File: src/rtl/boreal_pkg.sv
// Shared constants and FSM state type for the ADS-style frame emulator.
package boreal_pkg;
  localparam int FRAME_BITS = 792;
  localparam int WORD_BITS  = 24;
  localparam logic [WORD_BITS-1:0] STATUS_WORD = 24'hC00000;

  typedef enum logic [1:0] {ST_IDLE, ST_READY, ST_XFER} state_t;
endpackage

File: src/rtl/boreal_sync_edge.sv
// Two-flop synchronizer with one extra history flop for rise/fall pulses.
module boreal_sync_edge #(
  parameter logic RST_VAL = 1'b0
)(
  input  logic clk,
  input  logic rst,
  input  logic din,
  output logic q,
  output logic rise,
  output logic fall
);
  logic [2:0] sr;

  always_ff @(posedge clk) begin
    if (rst) sr <= {3{RST_VAL}};
    else     sr <= {sr[1:0], din};
  end

  assign q    = sr[1];
  assign rise =  sr[1] & ~sr[2];
  assign fall = ~sr[1] &  sr[2];
endmodule

File: src/rtl/boreal_ads_emulator.sv
// Emulates an ADC frame source: periodic DRDY, 33-word frame served over a
// CPOL=0/CPHA=1 SPI target, with command capture and overrun/short-read flags.
module boreal_ads_emulator
  import boreal_pkg::*;
#(
  parameter int FRAME_BITS  = boreal_pkg::FRAME_BITS,
  parameter int DRDY_PERIOD = 25_000
)(
  input  logic        clk,
  input  logic        rst,
  input  logic        enable,
  input  logic        pattern_sel,
  input  logic [23:0] test_word,
  input  logic        sclk,
  input  logic        cs_n,
  input  logic        mosi,
  output logic        miso,
  output logic        drdy_n,
  output logic [15:0] frame_count,
  output logic [7:0]  cmd_byte,
  output logic        cmd_valid,
  output logic        overrun,
  output logic        short_frame
);
  localparam int NUM_WORDS = FRAME_BITS / WORD_BITS;
  localparam int BCW = $clog2(FRAME_BITS + 1);
  localparam int PCW = (DRDY_PERIOD > 1) ? $clog2(DRDY_PERIOD) : 1;

  logic unused_sclk_q, unused_mosi_rise, unused_mosi_fall;
  logic sclk_rise, sclk_fall, cs_q, cs_rise, cs_fall, mosi_q;

  boreal_sync_edge #(.RST_VAL(1'b0)) u_sync_sclk (
    .clk(clk), .rst(rst), .din(sclk),
    .q(unused_sclk_q), .rise(sclk_rise), .fall(sclk_fall));
  boreal_sync_edge #(.RST_VAL(1'b1)) u_sync_cs (
    .clk(clk), .rst(rst), .din(cs_n),
    .q(cs_q), .rise(cs_rise), .fall(cs_fall));
  boreal_sync_edge #(.RST_VAL(1'b0)) u_sync_mosi (
    .clk(clk), .rst(rst), .din(mosi),
    .q(mosi_q), .rise(unused_mosi_rise), .fall(unused_mosi_fall));

  state_t state, state_nxt, st_eff;
  logic [PCW-1:0]        per_cnt;
  logic [15:0]           sample_cnt, sample_nxt;
  logic [FRAME_BITS-1:0] frame_buf, frame_new, shift_reg;
  logic [BCW-1:0]        bit_cnt;
  logic [3:0]            cmd_cnt;
  logic [6:0]            cmd_sr;
  logic                  miso_r;
  logic wrap, load_buf, set_ovr, drdy_set, frame_end, in_xfer;

  assign wrap       = enable && (per_cnt == PCW'(DRDY_PERIOD - 1));
  assign sample_nxt = sample_cnt + 16'd1;
  assign in_xfer    = (state == ST_XFER) && !cs_q;

  // Frame image for the sample about to be published.
  always_comb begin
    frame_new = '0;
    frame_new[FRAME_BITS-1 -: WORD_BITS] = STATUS_WORD;
    for (int i = 1; i < NUM_WORDS; i++)
      frame_new[FRAME_BITS-1-i*WORD_BITS -: WORD_BITS] =
        pattern_sel ? test_word : {sample_nxt, 8'(i)};
  end

  always_ff @(posedge clk) begin
    if (rst) state <= ST_IDLE;
    else     state <= state_nxt;
  end

  // A chip-select release is retired before a coincident period wrap.
  always_comb begin
    st_eff    = state;
    load_buf  = 1'b0;
    set_ovr   = 1'b0;
    drdy_set  = 1'b0;
    frame_end = 1'b0;
    if (cs_rise && state == ST_XFER) begin
      st_eff    = ST_IDLE;
      frame_end = 1'b1;
    end
    state_nxt = st_eff;
    if (wrap) begin
      case (st_eff)
        ST_IDLE:  begin load_buf = 1'b1; drdy_set = 1'b1; state_nxt = ST_READY; end
        ST_READY: begin load_buf = 1'b1; set_ovr = 1'b1; end
        default:  set_ovr = 1'b1;
      endcase
    end
    if (cs_fall) state_nxt = ST_XFER;
  end

  always_ff @(posedge clk) begin
    if (rst) begin
      per_cnt     <= '0;
      sample_cnt  <= '0;
      frame_buf   <= '0;
      shift_reg   <= '0;
      bit_cnt     <= '0;
      miso_r      <= 1'b0;
      cmd_cnt     <= '0;
      cmd_sr      <= '0;
      cmd_byte    <= '0;
      cmd_valid   <= 1'b0;
      drdy_n      <= 1'b1;
      overrun     <= 1'b0;
      short_frame <= 1'b0;
      frame_count <= '0;
    end else begin
      cmd_valid <= 1'b0;
      if (enable) per_cnt <= wrap ? '0 : per_cnt + 1'b1;
      if (wrap)     sample_cnt <= sample_nxt;
      if (load_buf) frame_buf  <= frame_new;
      if (set_ovr)  overrun    <= 1'b1;

      if (cs_fall)       drdy_n <= 1'b1;
      else if (drdy_set) drdy_n <= 1'b0;

      if (cs_fall) begin
        shift_reg <= frame_buf;
        bit_cnt   <= '0;
        miso_r    <= 1'b0;
        cmd_cnt   <= '0;
      end else if (frame_end) begin
        miso_r <= 1'b0;
      end else begin
        if (sclk_rise && in_xfer) begin
          if (bit_cnt < BCW'(FRAME_BITS)) begin
            {miso_r, shift_reg} <= {shift_reg, 1'b0};
            bit_cnt <= bit_cnt + 1'b1;
          end else begin
            miso_r <= 1'b0;
          end
        end
        if (sclk_fall && in_xfer && cmd_cnt < 4'd8) begin
          cmd_sr  <= {cmd_sr[5:0], mosi_q};
          cmd_cnt <= cmd_cnt + 1'b1;
          if (cmd_cnt == 4'd7) begin
            cmd_byte  <= {cmd_sr, mosi_q};
            cmd_valid <= 1'b1;
          end
        end
      end

      if (frame_end) begin
        if (bit_cnt == BCW'(FRAME_BITS)) frame_count <= frame_count + 16'd1;
        else                             short_frame <= 1'b1;
      end
    end
  end

  assign miso = miso_r & ~cs_q;
endmodule

File: config.mk
export PLATFORM = sky130hd
export DESIGN_NAME = boreal_ads_emulator
export DESIGN_NICKNAME = d
export VERILOG_FILES = /design/src/rtl/boreal_pkg.sv /design/src/rtl/boreal_sync_edge.sv /design/src/rtl/boreal_ads_emulator.sv
export SDC_FILE = /design/constraint.sdc
export NUM_CORES = 2
export LEC_CHECK = 0
export ABC_AREA = 1
export ABC_CLOCK_PERIOD_IN_PS = 2800
export CAP_MARGIN = 10
export CORE_ASPECT_RATIO = 0.6
export CORE_UTILIZATION = 55
export DETAILED_ROUTE_END_ITERATION = 16
export PLACE_DENSITY_LB_ADDON = 0.05
export SETUP_SLACK_MARGIN = 0.05
export SYNTH_ARGS = -nofsm -noshare
export SYNTH_HDL_FRONTEND = slang
export SYNTH_HIERARCHICAL = 1
export SYNTH_SLANG_ARGS = --single-unit
File: constraint.sdc
create_clock -name clk -period 2.8 [get_ports clk]
set_clock_uncertainty 0.1 [all_clocks]
set_input_delay 0.42 -clock clk [delete_from_list [all_inputs] [get_ports clk]]
set_output_delay 0.42 -clock clk [all_outputs]
set_load 0.02 [all_outputs]
# [After elaboration in Yosys (flattened, before gate mapping)]
# Index checks and enable logic that the tools add are counted.
[word_totals] ff_bits=1652 in_bits=31 output_inout_bits=29 elab_cells=116
[op_classes] add_sub_neg=5 order_cmp=2 eq_ne=6 mux=50 bitwise_logic=13 n_reduce_logical=21
[op_table] operator="$mux W792" n=4
[op_table] operator="$mux W24" n=32
[op_table] operator="$add A16 B1 Y16 const B" n=2
[op_table] operator="$add A15 B1 Y15 const B" n=1
[op_table] operator="$eq A15 B15 Y1 const B" n=1
[op_table] operator="$mux W15" n=1
[op_table] operator="$add A10 B1 Y10 const B" n=1
[op_table] operator="$eq A10 B10 Y1 const B" n=1
[op_table] operator="$lt A10 B10 Y1 const B" n=1
[op_table] operator="$mux W1" n=9
[op_table] operator="$reduce_and A3 Y1" n=3
[op_table] operator="$mux W2" n=4
[op_table] operator="$not A1 Y1" n=8
[op_table] operator="$logic_and A1 B1 Y1" n=6
[op_table] operator="$reduce_and A2 Y1" n=3
[op_table] operator="$and A1 B1 Y1" n=5
[op_table] operator="$add A4 B1 Y4 const B" n=1
[op_table] operator="$eq A4 B3 Y1 const B" n=1
[op_table] operator="$lt A4 B4 Y1 const B" n=1
[op_table] operator="$reduce_and A4 Y1" n=1
[op_table] operator="$reduce_bool A2 Y1" n=2
[op_table] operator="$reduce_or A2 Y1" n=2
[op_table] operator="$reduce_or A4 Y1" n=1
[op_table] operator="$reduce_or A3 Y1" n=1
[op_table] operator="other kinds (5)" n=5

# [Logic depth before layout (Yosys ltp)]
[depth] word_depth=8 mapped_depth=13 depth_no_buf=10

# [Modules after synthesis]
# The synthesis kept the hierarchy.
[by_module_without_submodules] mod="boreal_ads_emulator" instances=1 cells_each=5301 area_each_um2=40103.5 seq_area_each_um2=18137.4
[by_module_without_submodules] mod="boreal_sync_edge at u_sync_mosi ..." instances=2 cells_each=12 area_each_um2=93.8 seq_area_each_um2=60.1
[by_module_without_submodules] mod="boreal_sync_edge at u_sync_cs" instances=1 cells_each=13 area_each_um2=97.6 seq_area_each_um2=60.1

# [Least setup slack after synthesis]
# OpenSTA, ideal clock, no wires.
[synth_timing] path_type="reg2reg" from="register u_sync_cs.sr[1]" to="register shift_reg[300]" setup_ns=0.135 arrival_time_ns=1.508 t_required_ns=2.565 setup_slack_ns=1.057 path_stages_with_launch=13 n_path_buf=3 period_less_slack_ns=1.743 path_cell_list="dfxtp_1 -> inv_1 -> nor2_1 -> nand3_2 -> inv_2 -> nor2_2 -> nand2_2 -> nand2_4 -> buf_12 -> buf_6 -> buf_4 -> o21ai_2 -> nor2_2"
[synth_between] elab_chain_cells=5 elab_cells_between_ends=13 classes_between="eq/ne: 1; mux: 2; bitwise: 3; reduce/logical: 7"
[synth_lines] item="start, declared" line="boreal_sync_edge.sv:12" source="logic [2:0] sr;"
[synth_lines] item="start signal, assigned" line="boreal_sync_edge.sv:15" source="if (rst) sr <= {3{RST_VAL}};"
[synth_lines] item="start signal, assigned" line="boreal_sync_edge.sv:16" source="else sr <= {sr[1:0], din};"
[synth_lines] item="$and A1 B1 Y1" line="boreal_sync_edge.sv:20" source="assign rise = sr[1] & ~sr[2];"
[synth_lines] item="named net cs_rise" line="boreal_ads_emulator.sv:30" source="logic sclk_rise, sclk_fall, cs_q, cs_rise, cs_fall, mosi_q;"
[synth_lines] item="$logic_and A1 B1 Y1" line="boreal_ads_emulator.sv:77" source="if (cs_rise && state == ST_XFER) begin"
[synth_lines] item="$mux W1" line="boreal_ads_emulator.sv:77"
[synth_lines] item="$ne A2 B2 Y1 (no source line)"
[synth_lines] item="$reduce_and A3 Y1 (no source line)"
[synth_lines] item="end signal, assigned" line="boreal_ads_emulator.sv:119" source="shift_reg <= frame_buf;"
[synth_lines] item="end signal, assigned" line="boreal_ads_emulator.sv:128" source="{miso_r, shift_reg} <= {shift_reg, 1'b0};"
[synth_lines] item="end, declared" line="boreal_ads_emulator.sv:45" source="logic [FRAME_BITS-1:0] frame_buf, frame_new, shift_reg;"
# The timed path passes the listed nets, and every way through them passes these cells.
# A chain may end at the register's enable or synchronous reset.

# [Worst setup path after layout]
[layout_timing] from="register u_sync_cs.sr[1]" to="register shift_reg[267]"
# The elaborated chain is that of the path after synthesis.

==> flow_summary.yaml <==
cts:
  htree_num_levels: 3
  cts_hold_buffers: 0
  postCtsSetupRepairBufs: 0
  post_cts_resize_count: 0
  clk_latency_ns: 0.64
  cts_buffer_depth: 3
  cts_root_buf: "clkbuf_16"
  tritoncts_num_sinks: 914
  total_clock_buffers_created_by_cts: 85
  clk_pin_slew_ns: 0.06
  cts_tree: "yes"
placed_design:
  place.gp.congestion: 0.856
  hpwl_microns: 61100
  port_buffers: 59
  placedInstanceArea_sq_mm: 0.0410
critical_path:
  regToRegEndpoint: "shift_reg[267]"
  setup.reg_to_reg.worst_slack_ns: 0.49
  critical_path_arrival_ns: 2.74
  timing.critical_path.from_type: "register"
  crit_path_top_delay_cell: "dfxtp_1"
  crit_required_ns: 3.22
  critical_path.cell_chain: "inv_1 > nor2_1 > nand3_2 > inv_2 > nor2_2 > nand2_2 > nand2_8 > buf_12 > buf_12 > o21ai_1 > nor2_2"
  worst_path_dominant_cell_family: "simple AND/OR/NAND/NOR gates"
  worst_setup_path_end_kind: "register"
  setup.worst_path.class: "register to register"
  cells_on_worst_reg2reg_path: 11
  timing.rr.start: "u_sync_cs/sr[1]"
  crit_fanout: 37
  timing.critical_path.slowest_cell_delay_ns: 0.42
  buffers_inverters_on_critical_path: 4
global_routing:
  grt_start_max_net_pins: 169
  grt-ovfl-total: 0
  grt_pass1_wl_microns: 158000
  global_route.usage.total_pct: 25.7
  grt_antenna_before_repair: 1
  grt_pass1_vias: 30100
synth:
  synth_area_per_cell_sq_um: 7.57
  mappedNetlistArea_sq_mm: 0.0403
  yosys_warnings: 6
  syn-num-nets: 5369
  postSynthCellCount: 5332
sta:
  slew-limit-headroom_pct: 44.5
  worst_pin_slew_ns: 0.833
  final_max_slew_viol_count: 0
  final_min_period_over_clock_period_pct: 82.6
  grt_setup_unrepaired: "false"
  layout_min_cycle_time_ns: 2.31
  fmax_mhz: 432
  summed_negative_setup_slack_over_all_endpoints_ns: 0
  post_route_hold_slack_ns: 0.120
  setup_viol: 0
  hold_viol_final: 0
floorplanning:
  initial_utilization_pct: 55.9
  core_sq_mm: 0.0722
  width_of_the_die_microns: 352
  rows: 76
  dieArea_sq_mm: 0.0745
  io_pins: 60
  die_height_microns: 212
finish:
  n_fill_cell: 6763
  synthToLayoutAreaGrowth_pct: 8.70
  final_net_count: 5187
  final_cell_area_sq_mm: 0.0439
  drive_above_1_share_pct: 20.2
  multi_input_comb_area_sq_mm: 0.0188
  mostFrequentLayoutCell: "dfxtp_1"
  mostFrequentLayoutCells: "dfxtp_1, nand2_1, a21oi_1"
  number_of_flip_flops_under_the_largest_register_name: 792
  seq_area_sq_mm: 0.0183
status:
  outcome: "finished, final reports clean"
power_and_ir_drop:
  static-leakage-power_nw: 15.8
  worst_ir_drop_vdd_mv: 0.407
  report.power.total_mw: 28.4
  power_density_mw_per_mm2: 647
worst_hold_path:
  hp-start: "rst"
  holdCritPathClass: "input port to register"
  whs_endpoint: "cmd_byte[0]"
  worst_hold_path.num_cells: 2
routing:
  wl_per_cell_microns: 15.6
  routed-via-count: 33200
  drt_first_iter_violations: 2882
  via_per_inst: 5.37
  number_of_drc_violations_after_detailed_routing: 0
  first_pass_iters: 6
  ant_nets: 0
  wl_microns: 96300
run:
  drv_cap: 0
==> worst register-to-register path, delay by kind of cell (launching register included) <==
family	cells	cell delay, ns
AO/OA/AOI/OAI	1	0.20
AND/OR/NAND/NOR	6	0.79
flip-flops	1	0.42
buffers and inverters	4	0.70
==> worst max-delay path by stage <==
stage	startpoint	to	slack [ns]	cells past startpoint
after floorplan	u_sync_cs/sr[1]	shift_reg[300]	1.06	12
after global placement	enable	frame_buf[758]	0.26	8
after detailed placement	enable	frame_buf[757]	0.24	8
after CTS	u_sync_cs/sr[1]	shift_reg[267]	0.47	11
after global routing	u_sync_cs/sr[1]	frame_buf[758]	0.31	9
final	u_sync_cs/sr[1]	shift_reg[267]	0.49	11
==> report_power, final <==
part           switching (mW)  internal, mW
registers               0.370          13.6
logic                    1.53         0.936
clock network            5.01          6.92
==> cell type report <==
cell class / count / area share [%]
diodes: 1 / 0.00571
clock buffers: 127 / 5.91
clock inverters: 22 / 0.593
inverters: 157 / 1.36
multi-input cells: 3815 / 42.9
flip-flops and latches: 914 / 41.7
well taps: 975 / 2.78
repair buffers: 177 / 4.78
==> per-layer routing <==
| layer | up-vias | share of wire [%] | global-route usage (%) |
|---|---|---|---|
| li1 | 17100 | - | - |
| met4 | 0 | 1.7 | 5.71 |
| met1 | 15400 | 53 | 40.9 |
| met5 | - | 0 | 0 |
| met2 | 575 | 40 | 35.7 |
| met3 | 111 | 5.1 | 4.06 |
==> per-stage QoR <==
step | std cells | setup slack (ns) | utilization, %
2_1_floorplan | 5332 | 1.06 | -
3_3_place_gp | 6038 | 0.260 | 56.8
3_5_place_dp | 6038 | 0.244 | 56.8
4_1_cts | 6187 | 0.470 | 60.8
5_1_grt | 6188 | 0.314 | 60.8
6_report | 6188 | 0.487 | 60.8
No activity file was read; power rests on OpenSTA's default activity.
